--- config.mk ---
export PLATFORM = sky130hd
export DESIGN_NAME = display_mux_7seg
export DESIGN_NICKNAME = d
export VERILOG_FILES = /design/src/rtl/display_mux_7seg.sv
export SDC_FILE = /design/constraint.sdc
export NUM_CORES = 1
export LEC_CHECK = 0
export CAP_MARGIN = 10
export CORE_UTILIZATION = 40
export DETAILED_ROUTE_END_ITERATION = 7
export GPL_TIMING_DRIVEN = 0
export PLACE_DENSITY = 0.66
export SETUP_SLACK_MARGIN = 0.05
export SLEW_MARGIN = 5
export SYNTH_ARGS = -nofsm -noshare
export SYNTH_HDL_FRONTEND = slang
export SYNTH_SLANG_ARGS = --single-unit
--- constraint.sdc ---
create_clock -name clk -period 3.6 [get_ports clk]
set_input_delay 0.72 -clock clk [delete_from_list [all_inputs] [get_ports clk]]
set_output_delay 0.72 -clock clk [all_outputs]
set_load 0.03 [all_outputs]
--- src/rtl/display_mux_7seg.sv ---
// Two-digit multiplexed 7-segment display for a 0..15 binary count (tens/units).
// Optional ZERO_BLANK_EN blanks a leading zero in the tens slot.
module display_mux_7seg #(
    parameter int DIV_WIDTH  = 2,
    parameter bit ACTIVE_LOW = 1'b1
) (
    input  logic       clk,
    input  logic       rst,
    input  logic [3:0] q,
    output logic [6:0] seg,
    output logic [1:0] an,
    output logic       frame_tick
);

    typedef enum logic {
        UNIDADE = 1'b0,
        DEZENA  = 1'b1
    } state_t;

    state_t               state_q, state_d;
    logic [DIV_WIDTH-1:0] div_q, div_d;
    logic [3:0]           q_reg_q;
    logic [3:0]           shown_q, shown_d;

    logic       div_last;
    logic       tens;
    logic [3:0] units;
    logic [6:0] seg_raw;
    logic [1:0] an_raw;

    function automatic logic [6:0] seg_code(input logic [3:0] d);
        case (d)
            4'd0:    seg_code = 7'h3F;
            4'd1:    seg_code = 7'h06;
            4'd2:    seg_code = 7'h5B;
            4'd3:    seg_code = 7'h4F;
            4'd4:    seg_code = 7'h66;
            4'd5:    seg_code = 7'h6D;
            4'd6:    seg_code = 7'h7D;
            4'd7:    seg_code = 7'h07;
            4'd8:    seg_code = 7'h7F;
            4'd9:    seg_code = 7'h6F;
            default: seg_code = 7'h00;
        endcase
    endfunction

    assign div_last   = &div_q;
    assign frame_tick = (state_q == DEZENA) && div_last;

    always_comb begin
        div_d   = div_q + DIV_WIDTH'(1);
        state_d = state_q;
        if (div_last) begin
            state_d = (state_q == UNIDADE) ? DEZENA : UNIDADE;
        end
        // The displayed value only changes at the frame boundary so a digit pair never mixes counts.
        shown_d = frame_tick ? q_reg_q : shown_q;
    end

    always_ff @(posedge clk) begin
        if (rst) begin
            state_q <= UNIDADE;
            div_q   <= '0;
            q_reg_q <= 4'd0;
            shown_q <= 4'd0;
        end else begin
            state_q <= state_d;
            div_q   <= div_d;
            q_reg_q <= q;
            shown_q <= shown_d;
        end
    end

    assign tens  = (shown_q >= 4'd10);
    assign units = tens ? (shown_q - 4'd10) : shown_q;

    always_comb begin
        an_raw  = 2'b01;
        seg_raw = seg_code(units);
        if (state_q == DEZENA) begin
            an_raw  = 2'b10;
            seg_raw = seg_code({3'b000, tens});
`ifdef ZERO_BLANK_EN
            if (!tens) begin
                seg_raw = 7'h00;
            end
`else
`endif
        end
    end

    assign seg = ACTIVE_LOW ? ~seg_raw : seg_raw;
    assign an  = ACTIVE_LOW ? ~an_raw  : an_raw;

endmodule

==> results of run 1 <==
## layer usage
layer	vias to the layer above	global-route usage	share of wire
li1	355	-	-
met1	291	0.188	0.47
met2	13	0.285	0.50
met3	2	0.0122	0.024
met4	0	0.109	0.0061
met5	-	0	0
## state kept, by name (all words and copies together), names as in the netlist
name and flops:
state_q 1, shown_q 4, q_reg_q 4, div_q 2
## cells in the mapped netlist
cell,count
nor2_1,6
o31ai_1,3
o21ai_1,1
inv_1,7
a2bb2oi_1,1
xnor2_1,1
o211ai_1,2
buf_4,1
a21oi_1,6
o21bai_1,1
or2_4,1
o31ai_2,1
nor2b_1,6
buf_2,1
nand3b_1,1
a31oi_1,2
nand3_1,2
nor3_1,1
clkbuf_8,1
a21o_1,1
dfxtp_1,11
ha_1,5
buf_6,1
clkbuf_1,1
nand2_1,16
a21oi_4,1
a22oi_1,2
o2bb2ai_1,1
clkbuf_2,1
o21ai_0,6
mux2i_1,1
## path summary, 6_finish.rpt
path         slack, ns                 endpoint
max reg2reg       2.54  shown_q[3]$_SDFFE_PP0P_
min               0.42      div_q[0]$_SDFF_PP0_
min reg2reg       0.42      div_q[0]$_SDFF_PP0_
max               0.31                   seg[0]
## logic make-up (layout without fill, tap and decap cells)
| logic type | after synthesis | in the layout | share of synthesized area |
|---|---|---|---|
| AOI/OAI and AO/OA | 28 | 28 | 0.267 |
| muxes | 1 | 1 | 0.0140 |
| xor gates and xnor gates | 1 | 1 | 0.0122 |
| buffers and inverters | 13 | 32 | 0.101 |
| DFF | 11 | 11 | 0.307 |
| adders and majority gates | 5 | 5 | 0.0873 |
| and+or+nand+nor | 33 | 33 | 0.211 |
## cell type report
cell class	instances	area (um^2)	share of cell area
Buffer	6	46.3	0.0500
Tap cell	24	30.0	0.0324
Clock buffer	4	26.3	0.0284
Sequential cell	11	220	0.238
Timing Repair Buffer	15	153	0.165
Inverter	7	26.3	0.0284
Multi-Input combinational cell	68	424	0.458
## critical path: cells and delay by family, from the launching register on
| kind | cells | cell delay, ns |
|---|---|---|
| simple gates | 2 | 0.31 |
| buf+inv | 3 | 0.99 |
| compound gates | 2 | 0.26 |
| fa+ha+maj | 1 | 0.29 |
| flops | 1 | 0.46 |
## timing repair
item,CTS,global route
gates resized for setup,0,1
hold endpoints to repair,0,0
buffers inserted,0,0
setup endpoints to repair,0,1
## power groups by stage
stage | registers (mW) | clock network [mW] | logic (mW)
after floorplan | 0.131 | 0 | 0.0173
after global placement | 0.132 | 0 | 0.0277
after detailed placement | 0.132 | 0 | 0.0283
after CTS | 0.129 | 0.0857 | 0.0284
after global routing | 0.130 | 0.0893 | 0.0315
final | 0.129 | 0.0800 | 0.0280
==> results.tsv, run 1 <==
metric	value	unit
setup tns final	0	ns
leakage	0.381	nW
CTS Buffer Depth	2	
H-tree levels	1	
placed cell areas	897	um^2
Die Footprint	1970	um^2
Worst path max stage delay	0.69	ns
grt total ovfl	0	
worst slew pin tran	0.411	ns
Num CTS Buffers	3	
CTS Sinks	11	
startpoint class of the critical path	register	
fin cells	135	
clk slew on worst S/H paths	0.07	ns
sw frac	0.220	
unrepaired setup endpoints after global routing	no	
Slew HR	0.726	
Tcrit/Tclk final	0.915	
Cell Chain, Critical Path	inv_1, ha_1, clkbuf_2, nand3_1, nand2_1, a22oi_1, o21ai_0, clkdlybuf4s50_1	
commonest non-fill, non-tap cell in the layout	nand2_1	
DR WL/cell	9.66	um
largest net degree at the start of global routing	11	
fill count	160	
synthesized net count	103	
setup violators final	0	
dpl ws	0.455	ns
setup slack after layout	0.307	ns
# diodes	0	
first-pass GRT wire length	2350	um
DPL Wire Length	1040	um
Crit Path Max Fanout	8	
start point of the critical path	shown_q[1]$_SDFFE_PP0P_	
Netlist Area Pre-Place	717	um^2
sequential fraction of design power	0.544	
number of global-route vias before repair	593	
Max-Cap Viols	0	
total track usage	0.163	
Critical Path End Type	output port	
Syn Area/Cell	7.79	um^2
Worst VDD drop	0.000231	V
arrival time at the worst endpoint	2.57	ns
most frequent cells in the layout	nand2_1 (16), clkdlybuf4s50_1 (14), dfxtp_1 (11)	
pwr dens	256	nW/um^2
initial antenna violation count	0	
ratio of cells with drive above 1 in the final layout	0.0991	
cell internal pwr	0.185	mW
yosys warns	0	
number of I/O pins	16	
WHS Path Cells	1	
initial DRC count	6	
nets	123	
Total Routed Length	1300	um
Psw	0.0521	mW
Worst-Skew Late Latency	0.26	ns
startpoint of the worst hold path	div_q[0]$_SDFF_PP0_	
Worst path slowest cell	clkdlybuf4s50_1	
Starting Density	0.450	
Req. time, crit path	2.88	ns
Tot Pwr	0.237	mW
top-area cell type share of the netlist area	0.307	
clock power share	0.338	
post-synth top area cell	dfxtp_1	
PortBufs	15	
final core utilization	0.581	
routed via count	661	
minimum clock period	3.29	ns
skew final	0.00270	ns
combinational share of power	0.118	
final hold viol count	0	
Synth area leaders	dfxtp_1 (31%), ha_1 (8.7%), nand2_1 (8.4%), nor2b_1 (5.2%), a21oi_1 (4.2%)	
Max Freq	0.304	GHz
Worst Setup Path Type	reg2out	
Synth Instances	92	
Worst R2R Path Depth	5	
Hold Slack	0.419	ns
CTS Hold Bufs	0	
CTS tree	done	
Area Growth Syn to Fin	29.1	%
HP Class	reg2reg	
row cnt	14	
sequential-to-total area share from yosys stat	0.307	
synth unique cells	31	
reg2reg start	div_q[0]$_SDFF_PP0_	
placed cells	131	
DRC viols	0	
max-slew violation count	0	
Post-DRT Antenna Nets	0	
Die W	44.3	um
GPL Wtd Cong	0.827	
CTS root buf	clkbuf_4	
die height	44.3	um
Core Region	1590	um^2
Pre-antenna DRT Iters	2	
Final Cell Area	926	um^2
Via density	4.90	
status	finished, final reports clean	
flip-flop and latch count after synthesis	11	
No activity file was read; power rests on OpenSTA's default activity.
==> inputs of run 2 (changes only) <==
Settings changed: REMOVE_ABC_BUFFERS from default to 1.
==> run 2 against run 1 <==
Count of clock-buffer cells in the layout unchanged. Sequential power about the same. Setup slack worse by 0.026 ns. Critical path type unchanged. Wire length is 1.7% lower. Cell count fell by 4.4%. Sequential cell count is the same. Via count down 1.7%. Design area shrank 4.9%. Clock power up 2%.
==> results.tsv, run 2 (synthesis gave the netlist of run 1 again) <==
metric	value	unit
Max Freq	0.301	GHz
Total Routed Length	1280	um
die height	44.3	um
CTS tree	done	
commonest non-fill, non-tap cell in the layout	nand2_1	
FF-to-FF End	shown_q[3]$_SDFFE_PP0P_	
CTS Buffer Depth	2	
Post-DRT Antenna Nets	0	
CTS root buf	clkbuf_4	
initial DRC count	18	
final core utilization	0.553	
postcts setup bufs	0	
startpoint class of the critical path	register	
Req. time, crit path	2.88	ns
Tcrit/Tclk final	0.922	
clk slew on worst S/H paths	0.07	ns
R2R Setup Slk	2.36	ns
start point of the critical path	shown_q[2]$_SDFFE_PP0P_	
Worst R2R Path Depth	4	
routed via count	650	
arrival time at the worst endpoint	2.60	ns
nets	117	
final hold viol count	0	
Starting Density	0.450	
PortBufs	15	
multi-input logic area	424	um^2
max-slew violation count	0	
setup violators final	0	
row cnt	14	
Core Region	1590	um^2
placed cells	125	
Slew HR	0.710	
minimum clock period	3.32	ns
Critical Path End	seg[5]	
initial antenna violation count	0	
Die W	44.3	um
CTS Hold Bufs	0	
Critical Path End Type	output port	
HP Class	reg2reg	
number of global-route vias before repair	578	
CTS resizes	0	
fin cells	129	
combinational share of power	0.096	
status	finished, final reports clean	
total track usage	0.154	
first-pass GRT wire length	2270	um
worst slew pin tran	0.435	ns
Psw	0.0531	mW
Num CTS Buffers	3	
CTS Sinks	11	
# diodes	0	
clock power share	0.347	
Largest regs	q_reg_q (4), shown_q (4), div_q (2)	
Pre-antenna DRT Iters	4	
cell internal pwr	0.182	mW
Die Footprint	1970	um^2
sw frac	0.226	
Worst-Skew Late Latency	0.26	ns
H-tree levels	1	
Max-Cap Viols	0	
Worst Setup Path Type	reg2out	
sequential fraction of design power	0.556	
unrepaired setup endpoints after global routing	no	
ratio of cells with drive above 1 in the final layout	0.0667	
most frequent cells in the layout	nand2_1 (16), clkdlybuf4s50_1 (14), dfxtp_1 (10)	
fill count	171	
leakage	0.352	nW
grt total ovfl	0	
DR WL/cell	9.94	um
GPL Wtd Cong	0.789	
Via density	5.04	
DPL Wire Length	971	um
reg2reg start	state_q$_SDFFE_PP0P_	
largest net degree at the start of global routing	16	
Crit Path Max Fanout	10	
skew final	0.00297	ns
DRC viols	0	
number of I/O pins	16	
Worst VDD drop	0.000213	V
setup tns final	0	ns
pwr dens	267	nW/um^2
Area Growth Syn to Fin	22.9	%
Seq. cell area	221	um^2
startpoint of the worst hold path	q_reg_q[0]$_SDFF_PP0_	
## run 2: changes by cell type in the layout (fill, tap and decap cells not counted)
| cell | before | now |
|---|---|---|
| dfxtp_1 | 11 | 10 |
| buf_6 | 1 | 0 |
| clkbuf_2 | 1 | 0 |
| buf_4 | 1 | 0 |
| buf_2 | 1 | 0 |
| clkbuf_8 | 1 | 0 |
| dfxtp_2 | 0 | 1 |
| clkbuf_1 | 2 | 1 |
## run 2: worst max-delay path: stages, from the launching register on
cell and delay (ns):
dfxtp_1 0.50, inv_1 0.13, ha_1 0.43, nand2_1 0.13, o21ai_0 0.09, o21ai_0 0.11
o31ai_1 0.23, clkdlybuf4s50_1 0.70
## run 2: per-stage QoR
step	power (mW)	setup slack [ns]	hold slack (ns)	area, um^2
floorplan	0.145	0.921	0.395	671
global placement	0.156	0.440	0.413	851
detailed placement	0.157	0.415	0.427	851
CTS	0.240	0.114	0.437	877
global route	0.250	0.0809	0.454	881
finish	0.235	0.280	0.434	881
## run 2: final cells by class
| cell class | count | share of cell area |
|---|---|---|
| clock buffer | 4 | 0.0298 |
| inverter | 7 | 0.0298 |
| multi-input combinational | 68 | 0.482 |
| sequential | 11 | 0.251 |
| tap | 24 | 0.0341 |
| timing repair buffer | 15 | 0.173 |
## run 2: power by group through the flow
stage | registers [mW] | clock network, mW | logic, mW
finish | 0.131 | 0.0818 | 0.0227
global route | 0.132 | 0.0932 | 0.0250
CTS | 0.131 | 0.0856 | 0.0231
detailed placement | 0.134 | 0 | 0.0230
global placement | 0.134 | 0 | 0.0226
floorplan | 0.134 | 0 | 0.0103
## run 2: worst min-delay path by stage
stage                                         end  cells after the start
after global placement        div_q[0]$_SDFF_PP0_                      1
after detailed placement      div_q[0]$_SDFF_PP0_                      1
after global routing          div_q[0]$_SDFF_PP0_                      1
after floorplan               div_q[0]$_SDFF_PP0_                      1
after CTS                     div_q[0]$_SDFF_PP0_                      1
final                     shown_q[0]$_SDFFE_PP0P_                      2
## run 2: routing by layer
| layer | wire [um] | track usage | part of all wire |
|---|---|---|---|
| met1 | 616 | 0.182 | 0.48 |
| met5 | 0 | 0 | 0 |
| met3 | 30 | 0.0367 | 0.023 |
| met4 | 26 | 0.0909 | 0.020 |
| met2 | 609 | 0.253 | 0.48 |
==> inputs of run 3 (changes only) <==
Settings changed: CORE_MARGIN from default to 2, DONT_BUFFER_PORTS from default to 1, PLACE_DENSITY 0.66 to default.
==> run 3 against run 2 <==
Clock power down 2.9%. Clock skew about the same. Register-to-register slack worse by 0.46 ns. Total power down 5.1%. Non-clock buffer count down 15. Fmax up 4.0%. Setup slack better by 0.13 ns. Wire length down 0.39%. First-iteration DRC count unchanged. Critical endpoint unchanged. Highest routed layer unchanged.
==> results.tsv, run 3 (synthesis gave the netlist of run 1 again) <==
metric	value	unit
clk slew on worst S/H paths	0.07	ns
PortBufs	0	
Req. time, crit path	2.88	ns
Worst path slowest cell	o31ai_1	
# diodes	0	
status	finished, final reports clean	
Crit Path Max Fanout	10	
worst slew pin tran	0.986	ns
CTS Buffer Depth	2	
grt total ovfl	0	
Critical Path End	seg[5]	
largest net degree at the start of global routing	16	
Starting Density	0.420	
Core Region	1710	um^2
FF-to-FF End	shown_q[3]$_SDFFE_PP0P_	
CTS resizes	0	
postcts setup bufs	0	
pwr dens	306	nW/um^2
nets	102	
Largest regs	q_reg_q (4), shown_q (4), div_q (2)	
first-pass GRT wire length	2170	um
CTS Hold Bufs	0	
final core utilization	0.427	
met2 Track Usage GR	0.247	
startpoint class of the critical path	register	
met3 Use GR	0.0157	
Via density	5.22	
leakage	0.279	nW
Die Footprint	2150	um^2
skew final	0.00345	ns
ratio of cells with drive above 1 in the final layout	0.0778	
Tcrit/Tclk final	0.887	
Total Routed Length	1280	um
Worst path max stage delay	0.84	ns
routed via count	600	
CTS root buf	clkbuf_4	
placed cell areas	702	um^2
Worst VDD drop	0.000209	V
initial DRC count	18	
Cell Chain, Critical Path	inv_1, ha_1, nand2_1, o21ai_0, o21ai_0, o31ai_1	
most frequent cells in the layout	nand2_1 (16), dfxtp_1 (11), inv_1 (7)	
Worst R2R Path Depth	4	
total track usage	0.139	
setup tns final	0	ns
DPL Wire Length	1000	um
setup violators final	0	
Max-Cap Viols	0	
reg2reg start	state_q$_SDFFE_PP0P_	
Slew HR	0.337	
final hold viol count	0	
minimum clock period	3.19	ns
family with the most delay on the worst path	compound AO/OA/AOI/OAI gates	
commonest non-fill, non-tap cell in the layout	nand2_1	
Pre-antenna DRT Iters	4	
max-slew violation count	0	
GPL Wtd Cong	0.820	
Tot Pwr	0.223	mW
DRC viols	0	
R2R Setup Slk	1.90	ns
number of global-route vias before repair	531	
Final Cell Area	729	um^2
number of I/O pins	16	
arrival time at the worst endpoint	2.47	ns
Buf+Inv Stages, Crit Path	1	
Critical Path End Type	output port	
H-tree levels	1	
CTS tree	done	
GR peak layer	met2	
M1 GR Usage	0.163	
Num CTS Buffers	3	
Max Freq	0.313	GHz
Worst-Skew Late Latency	0.26	ns
CTS Sinks	11	
instance count on the critical path	6	
Post-DRT Antenna Nets	0	
DR WL/cell	11.1	um
Area Growth Syn to Fin	1.75	%
Die W	46.3	um
initial antenna violation count	0	
die height	46.3	um
row cnt	15	
cell mode on critical path	o21ai_0	
unrepaired setup endpoints after global routing	no	
Worst Setup Path Type	reg2out	
HP Class	reg2reg	
start point of the critical path	shown_q[2]$_SDFFE_PP0P_	
run 3: changes by cell type in the layout (fill, tap and decap cells not counted), sizes merged:
cell,previous run,this run
clkbuf,4,3
clkdlybuf4s50,14,0
clkinv,0,1
dlymetal6s2s,1,0
run 3: final cells by class:
| type | instances | area (um^2) |
|---|---|---|
| Inverter | 7 | 26.3 |
| Fill cell | 189 | 978 |
| Clock inverter | 1 | 5.00 |
| Multi-Input combinational cell | 68 | 424 |
| Clock buffer | 3 | 22.5 |
| Tap cell | 25 | 31.3 |
| Sequential cell | 11 | 220 |
run 3: worst register-to-register path, cell delays in order (launching register included):
cell and delay, ns:
dfxtp_1 0.78, nand2_1 0.25, inv_1 0.35, nand2_1 0.10, a21oi_1 0.14
run 3: worst min path at each step:
stage	slack, ns	cells after the start	to	startpoint
final	0.41	1	div_q[0]$_SDFF_PP0_	div_q[0]$_SDFF_PP0_
after global routing	0.43	1	div_q[0]$_SDFF_PP0_	div_q[0]$_SDFF_PP0_
after CTS	0.42	1	div_q[0]$_SDFF_PP0_	div_q[0]$_SDFF_PP0_
after detailed placement	0.41	1	div_q[0]$_SDFF_PP0_	div_q[0]$_SDFF_PP0_
after floorplan	0.39	1	div_q[0]$_SDFF_PP0_	div_q[0]$_SDFF_PP0_
after global placement	0.40	1	div_q[0]$_SDFF_PP0_	div_q[0]$_SDFF_PP0_
run 3: where the power goes:
part	total [mW]	internal (mW)	switching, mW
Combinational	0.0115	0.00515	0.00635
Sequential	0.132	0.127	0.00559
Clock	0.0794	0.0410	0.0384
run 3: routing by layer:
layer / wire length (um) / up-vias
met4: 5 / 0
met2: 647 / 15
li1: - / 313
met3: 64 / 2
met5: 0 / -
met1: 559 / 270
run 3: through the flow:
stage	worst slack [ns]	instances	hold slack (ns)
final	0.408	115	0.413
after global routing	0.185	115	0.432
after detailed placement	0.692	111	0.408
after floorplan	0.921	86	0.395
after global placement	0.694	111	0.404
after CTS	0.390	115	0.418
